$ cat src/rtl/compuerta_pkg.sv
// Shared types and constants for the parking-gate access controller.
package compuerta_pkg;

  localparam int PIN_W = 8;
  localparam logic [PIN_W-1:0] PIN_DEF = 8'b0001_0000;

  typedef enum logic [2:0] {
    CERRADO    = 3'd0,
    ESPERA_PIN = 3'd1,
    ALARMA     = 3'd2,
    ABIERTO    = 3'd3,
    BLOQUEO    = 3'd4
  } estado_t;

endpackage

$ cat src/rtl/detector_flanco.sv
// Registered rising-edge detector: one-cycle pulse on the first cycle d is high.
module detector_flanco (
  input  logic clk,
  input  logic rst_n,
  input  logic d,
  output logic pulso
);

  logic q;

  always_ff @(posedge clk or negedge rst_n) begin
    if (!rst_n) q <= 1'b0;
    else        q <= d;
  end

  assign pulso = d & ~q;

endmodule

$ cat src/rtl/controlador_compuerta.sv
// Parking-gate controller: PIN check on enter-button edges, wrong-attempt alarm,
// tailgating lock. Moore outputs decoded from the registered state.
module controlador_compuerta
  import compuerta_pkg::*;
#(
  parameter logic [PIN_W-1:0] PIN_CORRECTO = PIN_DEF,
  parameter int               MAX_INTENTOS = 3,
  parameter int               CNT_W        = 2
) (
  input  logic             Clk,
  input  logic             Reset,
  input  logic             Vehiculo,
  input  logic             Termino,
  input  logic             enterPin,
  input  logic [PIN_W-1:0] Pin,
  output logic             Cerrado,
  output logic             Abierto,
  output logic             Alarma,
  output logic             Bloqueo,
  output logic [CNT_W-1:0] Intentos
);

  localparam logic [CNT_W-1:0] CNT_MAX = CNT_W'(MAX_INTENTOS);

  estado_t          est_q, est_d;
  logic [CNT_W-1:0] cnt_q, cnt_d, cnt_inc;
  logic             press, ok, bad;

  detector_flanco u_flanco (
    .clk   (Clk),
    .rst_n (Reset),
    .d     (enterPin),
    .pulso (press)
  );

  assign ok  = press & (Pin == PIN_CORRECTO);
  assign bad = press & (Pin != PIN_CORRECTO);

  // Saturating increment: the count never wraps past the attempt limit.
  assign cnt_inc = (cnt_q >= CNT_MAX) ? CNT_MAX : cnt_q + CNT_W'(1);

  always_ff @(posedge Clk or negedge Reset) begin
    if (!Reset) begin
      est_q <= CERRADO;
      cnt_q <= '0;
    end else begin
      est_q <= est_d;
      cnt_q <= cnt_d;
    end
  end

  always_comb begin
    est_d = est_q;
    cnt_d = cnt_q;
    case (est_q)
      CERRADO: if (Vehiculo) est_d = ESPERA_PIN;
      ESPERA_PIN: begin
        // A press wins over the vehicle leaving in the same cycle.
        if (ok) begin
          est_d = ABIERTO;
          cnt_d = '0;
        end else if (bad) begin
          cnt_d = cnt_inc;
          if (cnt_inc >= CNT_MAX) est_d = ALARMA;
        end else if (!Vehiculo) begin
          est_d = CERRADO;
          cnt_d = '0;
        end
      end
      ALARMA: begin
        if (ok) begin
          est_d = ABIERTO;
          cnt_d = '0;
        end else if (bad) begin
          cnt_d = cnt_inc;
        end
      end
      ABIERTO: if (Termino) est_d = Vehiculo ? BLOQUEO : CERRADO;
      BLOQUEO: if (ok) est_d = ABIERTO;
      default: begin
        est_d = CERRADO;
        cnt_d = '0;
      end
    endcase
  end

  always_comb begin
    Cerrado = 1'b1;
    Abierto = 1'b0;
    Alarma  = 1'b0;
    Bloqueo = 1'b0;
    case (est_q)
      ALARMA: Alarma = 1'b1;
      ABIERTO: begin
        Cerrado = 1'b0;
        Abierto = 1'b1;
      end
      BLOQUEO: begin
        Alarma  = 1'b1;
        Bloqueo = 1'b1;
      end
      default: ;
    endcase
  end

  assign Intentos = cnt_q;

endmodule

$ cat config.mk
export PLATFORM = sky130hd
export DESIGN_NAME = controlador_compuerta
export DESIGN_NICKNAME = d
export VERILOG_FILES = /design/src/rtl/compuerta_pkg.sv /design/src/rtl/detector_flanco.sv /design/src/rtl/controlador_compuerta.sv
export SDC_FILE = /design/constraint.sdc
export NUM_CORES = 1
export LEC_CHECK = 0
export ABC_AREA = 1
export BUFFER_PORTS_ARGS = -buffer_cell sky130_fd_sc_hd__buf_2
export CAP_MARGIN = 20
export CORE_MARGIN = 2
export CORE_UTILIZATION = 38
export DETAILED_ROUTE_END_ITERATION = 16
export PLACE_DENSITY = 0.64
export SLEW_MARGIN = 20
export SYNTH_ARGS = -nofsm -noshare
export SYNTH_HDL_FRONTEND = slang
export SYNTH_SLANG_ARGS = --single-unit
$ cat constraint.sdc
create_clock -name Clk -period 2 [get_ports Clk]
set_input_delay 0.3 -clock Clk [delete_from_list [all_inputs] [get_ports Clk]]
set_output_delay 0.3 -clock Clk [all_outputs]
set_load 0.05 [all_outputs]
==> results of run 1 <==
[path summary, 6_finish.rpt]
| path | from | endpoint | depth (start not counted) |
|---|---|---|---|
| max | est_q[1] | Alarma | 6 |
| min | enterPin | u_flanco.q | 1 |
| max reg2reg | est_q[1] | est_q[0] | 8 |
| min reg2reg | est_q[2] | est_q[2] | 2 |
| max in group asynchronous | Reset | u_flanco.q | 2 |
| min in group asynchronous | Reset | est_q[0] | 2 |
[cells by family (layout without fill, tap and decap cells)]
group                  count (synthesis)  after routing  synth area share, %
and+or+nand+nor                       63             63                 56.6
AOI/OAI and AO/OA                      2              2                 1.79
buffers and inverters                 22             44                 14.8
DFF                                    6              6                 26.8
[stage by stage]
step                      utilization (%)  instance area, sq um  worst slack [ns]  std cells  hold WS, ns
after floorplan                         -                   559             0.270         93      0.00441
after global placement               50.1                   668             0.621        126        0.127
after detailed placement             50.1                   668             0.593        126        0.128
after CTS                            52.5                   701             0.330        130        0.173
after global routing                 52.5                   701             0.232        130        0.173
final                                52.5                   701             0.338        130        0.181
[routing by layer]
layer | GRT usage [%] | share of wire [%] | routed length [um] | vias up
met3 | 1.72 | 3.1 | 34 | 3
met4 | 10.6 | 2.3 | 25 | 0
met1 | 19.7 | 52 | 565 | 234
met2 | 22.8 | 43 | 469 | 14
met5 | 0 | 0 | 0 | -
li1 | - | - | - | 319
[cell usage in the layout (no fill, tap or decap)]
master / Yosys / final
nor2_1: 12 / 12
nand3_4: 1 / 1
nand2_2: 1 / 1
dfrtp_1: 6 / 6
a21oi_1: 1 / 1
nand4_1: 2 / 2
clkbuf_4: 0 / 3
nor2_4: 3 / 3
nand3_1: 4 / 4
o21ai_1: 1 / 1
nand3_2: 2 / 2
nand3b_1: 1 / 1
inv_1: 19 / 19
nor2_2: 3 / 3
buf_2: 0 / 18
dlygate4sd3_1: 0 / 1
nand2_4: 1 / 1
inv_2: 3 / 3
nand2_1: 33 / 33
[power breakdown]
| group | internal [mW] | total (mW) | switching (mW) |
|---|---|---|---|
| clock network | 0.0676 | 0.107 | 0.0396 |
| logic | 0.184 | 0.557 | 0.373 |
| registers | 0.155 | 0.187 | 0.0320 |
[sequential cells by signal, indices dropped and copies added (netlist names)]
| signal | flops |
|---|---|
| Intentos | 2 |
| est_q | 3 |
| u_flanco.q | 1 |
[Yosys cell counts, drive strengths merged]
library cell | number | area [sq um]
nand2 | 35 | 141
inv | 22 | 82.6
nor2 | 18 | 97.6
nand3 | 7 | 57.6
dfrtp | 6 | 150
nand4 | 2 | 12.5
a21oi | 1 | 5.00
nand3b | 1 | 7.51
o21ai | 1 | 5.00
[layout make-up]
type / instances / area (sq um) / share of cell area (%)
repair buffers: 19 / 100 / 14.3
inverters: 22 / 82.6 / 11.8
clock buffers: 3 / 22.5 / 3.21
flip-flops and latches: 6 / 150 / 21.4
well taps: 15 / 18.8 / 2.68
multi-input cells: 65 / 327 / 46.6
==> metrics.md, run 1 <==
| Metric | Value |
|---|---|
| Outcome | `finished, final reports clean` |
| Core ar. | `~1300 sq um` |
| Num CTS Buffers | `3` |
| Via count of the first global-routing pass | `roughly 540` |
| Clock sink count | `6` |
| Gpl congestion | `0.752` |
| Synth Instances | `93` |
| Sum Neg Setup Slack | `0 ns` |
| Diode count | `0` |
| Crit-path max cell delay | `a little over 0.4 ns` |
| Layout area overhead | `25.3%` |
| Routed Wire Length | `1100 um` |
| Seq/Total Area, Yosys | `26.8%` |
| Worst path slowest cell | `dfrtp_1` |
| VDD IR-drop max | `621 uV` |
| Fillers | `143` |
| Maximum buffer depth of the clock tree | `2` |
| Worst-path clk slew | `about 0.04 ns` |
| Yosys reg bits | `6` |
| Post-route ant nets | `0` |
| PwrDens | `between 1000 and 1500 nW/um^2` |
| Maximum fanout along the worst path | `5` |
| Ratio of cells with drive above 1 in the final layout | `30.4%` |
| WP buf/inv | `3` |
| RSZ-0062 raised after global routing | `no` |
| CP required | `approximately 1.7 ns` |
| Vias per cell | `between 4 and 5` |
| Final setup violation count | `0` |
| HP Class | `input port to flop` |
| Root cell of the clock tree | `clkbuf_4` |
| Initial antenna violation count | `0` |
| Initial Util | `41.9%` |
| I/O pins | `19` |
| DRC viols | `0` |
| Final Total Pwr | `0.851 mW` |
| Worst setup EP type | `output port` |
| Slew margin rel. | `82.5%` |
| Drt first-iter violations | `5` |
| Drt pass-1 iters | `3` |
| Cell variety after synth | `16` |
| Fin crit period | `1.66 ns` |
| Post-CTS Setup Bufs | `0` |
| Lkg Pwr | `0.438 nW` |
| Largest net degree at the start of global routing | `7` |
| WS Path Type | `flop to output port` |
| Synth Warn # | `0` |
| # hold bufs at CTS | `1` |
| First-pass GRT wire length | `roughly 2100 um` |
| Rows | `13` |
| H-tree depth | `1` |
| Nets@finish | `130` |
| Highest Clock Rate | `~0.60 GHz` |
| Startpoint class of the critical path | `flop` |
| Detailed-route via count | `570` |
| CTS tree | `yes` |
| Final Hold Viols | `0` |
| Mapped Nets | `106` |
| Final Skew | `0.00120 ns` |
| R2r setup slk | `0.69 ns` |
| GRT Total Usage | `about 15%` |
| Worst-Skew Late Latency | `0.24 ns` |
| Crit path max-delay family | `buffers and inverters` |
| DIE WIDTH | `42.4 um` |
| Period utilisation layout | `83.1%` |
| Max Cap Viol | `0` |
| Mean Syn Cell Area | `6.01 sq um` |
| GR Overflow Total | `0` |
| Critical Path AT | `1.36 ns` |
| Post-cts sizing count | `0` |
| Crit-path cells | `inv_1 -> nand2_1 -> nor2_2 -> nor2_4 -> inv_2 -> buf_2` |
| Mapped Area | `559 sq um` |
| Die footprint | `1790 sq um` |
| Least-Margin Pin Slew | `0.261 ns` |
| Final Max Tran Viols | `0` |
| DR WL/cell | `8.42 um` |
| Post-DP HPWL | `roughly 970 um` |
| DIE HEIGHT | `between 40 and 50 um` |
| I/O Buffers | `18` |
(Power assumes the default switching activity.)
==> run 2, diff against run 1 <==
Settings changed: ABC_AREA 1 to 0, PLACE_DENSITY 0.64 to 0.66.
Clock period 2 ns to 1.58 ns, I/O delays scaled along.
==> run 2 against run 1 <==
First-iteration DRC count shrank 100%. Worst setup slack lost 0.24 ns. Sequential cell count did not move. Synthesized area down 11%. Combinational power rose by 38%. Hold slack worse by 0.051 ns. Via count shrank 19%. Clock skew up 0.00096 ns. Routed wire length is 4.4% lower. Synthesized cell count down 42%. Count of clock-buffer cells in the layout stayed put. Critical path type unchanged.
==> metrics.md, run 2 <==
| Metric | Value |
|---|---|
| Outcome | `finished, final reports clean` |
| Cell variety after synth | `34` |
| Placed inst area | `606 sq um` |
| Most used flip-flop cell after synthesis | `dfrtp_1` |
| Post-synth ARST share | `100%` |
| First-pass GRT wire length | `1780 um` |
| Routed Wire Length | `1050 um` |
| VDD IR-drop max | `722 uV` |
| Post-CTS Setup Bufs | `0` |
| Root cell of the clock tree | `clkbuf_4` |
| HP Class | `input port to flop` |
| Final Hold Viols | `0` |
| Post-DP HPWL | `862 um` |
| Commonest cells after routing, fill and taps aside | `buf_2, nor2_1, dfrtp_1, buf_4, nand2_1` |
| Max reg flops | `3` |
| Seq/Total Area, Yosys | `a little under a third` |
| Layout area overhead | `30.5%` |
| Clock sink count | `6` |
| Worst min-delay path startpoint | `enterPin` |
| Worst setup EP type | `output port` |
| Vias per cell | `4.99` |
| Maximum buffer depth of the clock tree | `2` |
| DRC viols | `0` |
| Nets@finish | `92` |
| Fin Hold WS | `0.130 ns` |
| Cell count after placement | `88` |
| Non-filler cells, final | `92` |
| Die footprint | `1610 sq um` |
| Sum Neg Setup Slack | `0 ns` |
| Yosys reg bits | `6` |
| Drt first-iter violations | `0` |
| Final Max Tran Viols | `0` |
| H-tree depth | `1` |
| Worst setup path start | `est_q[0]` |
| Highest Clock Rate | `0.676 GHz` |
| Number of flops mapped to enable cells by yosys | `0` |
| Detailed-route via count | `459` |
| CTS tree | `yes` |
| Post-synth top cells | `dfrtp_1, nor2_1, nand2_1` |
| WS Path Type | `flop to output port` |
| Yosys top cell area share | `30.2%` |
| DR WL/cell | `11.4 um` |
| Mean Syn Cell Area | `9.20 sq um` |
| Largest Register | `est_q` |
| DIE HEIGHT | `40.2 um` |
| Synth Instances | `54` |
| CP required | `1.34 ns` |
| Period utilisation layout | `around 94%` |
| Ratio of cells with drive above 1 in the final layout | `48.1%` |
| Least-Margin Pin Slew | `0.283 ns` |
| Startpoint class of the critical path | `flop` |
| GRT Total Usage | `17.3%` |
| Slew margin rel. | `81.0%` |
| Lkg Pwr | `0.316 nW` |
| Critical Path AT | `1.24 ns` |
| Final Skew | `0.00216 ns` |
| Synth Warn # | `0` |
| Synth area leaders | `dfrtp_1, nor4b_4, nor2_1` |
| DIE WIDTH | `between 40 and 50 um` |
| Maximum fanout along the worst path | `8` |
| Final setup violation count | `0` |
| Post-route ant nets | `0` |
| Via count of the first global-routing pass | `436` |
| Design area | `648 sq um` |
| Max Cap Viol | `0` |
| Fin crit period | `1.48 ns` |
| FF-to-FF Start | `u_flanco.q` |
| I/O Buffers | `18` |
| Mapped Nets | `67` |
| Diode count | `0` |
| Worst-Skew Late Latency | `between 0.2 and 0.25 ns` |
| Mapped Area | `approximately 500 sq um` |
| R2r setup slk | `about 0.12 ns` |
| Initial antenna violation count | `0` |
| GR Overflow Total | `0` |
| Gpl congestion | `0.869` |
| Area leader, netlist | `dfrtp_1` |
| RSZ-0062 raised after global routing | `no` |
| Num CTS Buffers | `3` |
| Initial Util | `39.7%` |
| Core ar. | `1250 sq um` |
| PwrDens | `1810 nW/um^2` |
| Rows | `13` |
| Largest net degree at the start of global routing | `10` |
| Commonest non-fill, non-tap cell in the layout | `buf_2` |
| Worst-path clk slew | `approximately 0.050 ns` |
| I/O pins | `19` |
| Drt pass-1 iters | `1` |
run 2: power breakdown:
group          internal [mW]  total, mW  switching [mW]
Combinational          0.304      0.769           0.464
Clock                 0.0858      0.140          0.0542
Sequential             0.209      0.264          0.0550
run 2: timing repair:
action,4_1_cts,5_1_grt
endpoints found under the setup margin,0,3
resized for setup,0,6
endpoints found under the hold margin,6,0
hold buffers,1,0
run 2: cell type report:
cell class	count	area, sq um
multi-input combinational	41	298
fill	125	604
timing repair buffer	23	139
tap	15	18.8
inverter	4	18.8
sequential	6	151
clock buffer	3	22.5
run 2: worst max-delay path, cell delays in order (launching register included):
cell     delay [ns]
dfrtp_1        0.39
buf_4          0.17
nor2_1         0.13
nand2_1        0.08
inv_1          0.07
buf_6          0.15
run 2: through the flow:
stage / total power, mW / setup WS, ns / util, %
after CTS: 1.16 / 0.00264 / 50.9
after global placement: 1.01 / 0.121 / 48.4
after detailed placement: 1.01 / 0.126 / 48.4
after floorplan: 0.879 / 0.0391 / -
final: 1.17 / 0.101 / 51.7
after global routing: 1.27 / 0.00949 / 51.7
run 2: cell families after synthesis:
| group | synth area share [%] |
|---|---|
| adders and majority gates | 2.27 |
| AOI/OAI and AO/OA | 18.9 |
| buffers and inverters | 10.3 |
| DFF | 30.2 |
| and+or+nand+nor | 36.5 |
| xor gates and xnor gates | 1.76 |
run 2: final timing paths:
path | endpoint | cells past startpoint
hold reg to reg | Intentos[1] | 2
min in group asynchronous | est_q[2] | 2
setup reg to reg | est_q[1] | 5
hold / removal | u_flanco.q | 1
setup / recovery | Bloqueo | 5
max in group asynchronous | est_q[1] | 2
run 2: per-layer routing:
metal	up-vias	wire length [um]	part of all wire (%)	track usage, %
met5	-	0	0	0
met4	0	0	0	2.59
met3	0	75	7.2	10.0
met2	14	502	48	29.4
met1	203	469	45	18.6
li1	242	-	-	-
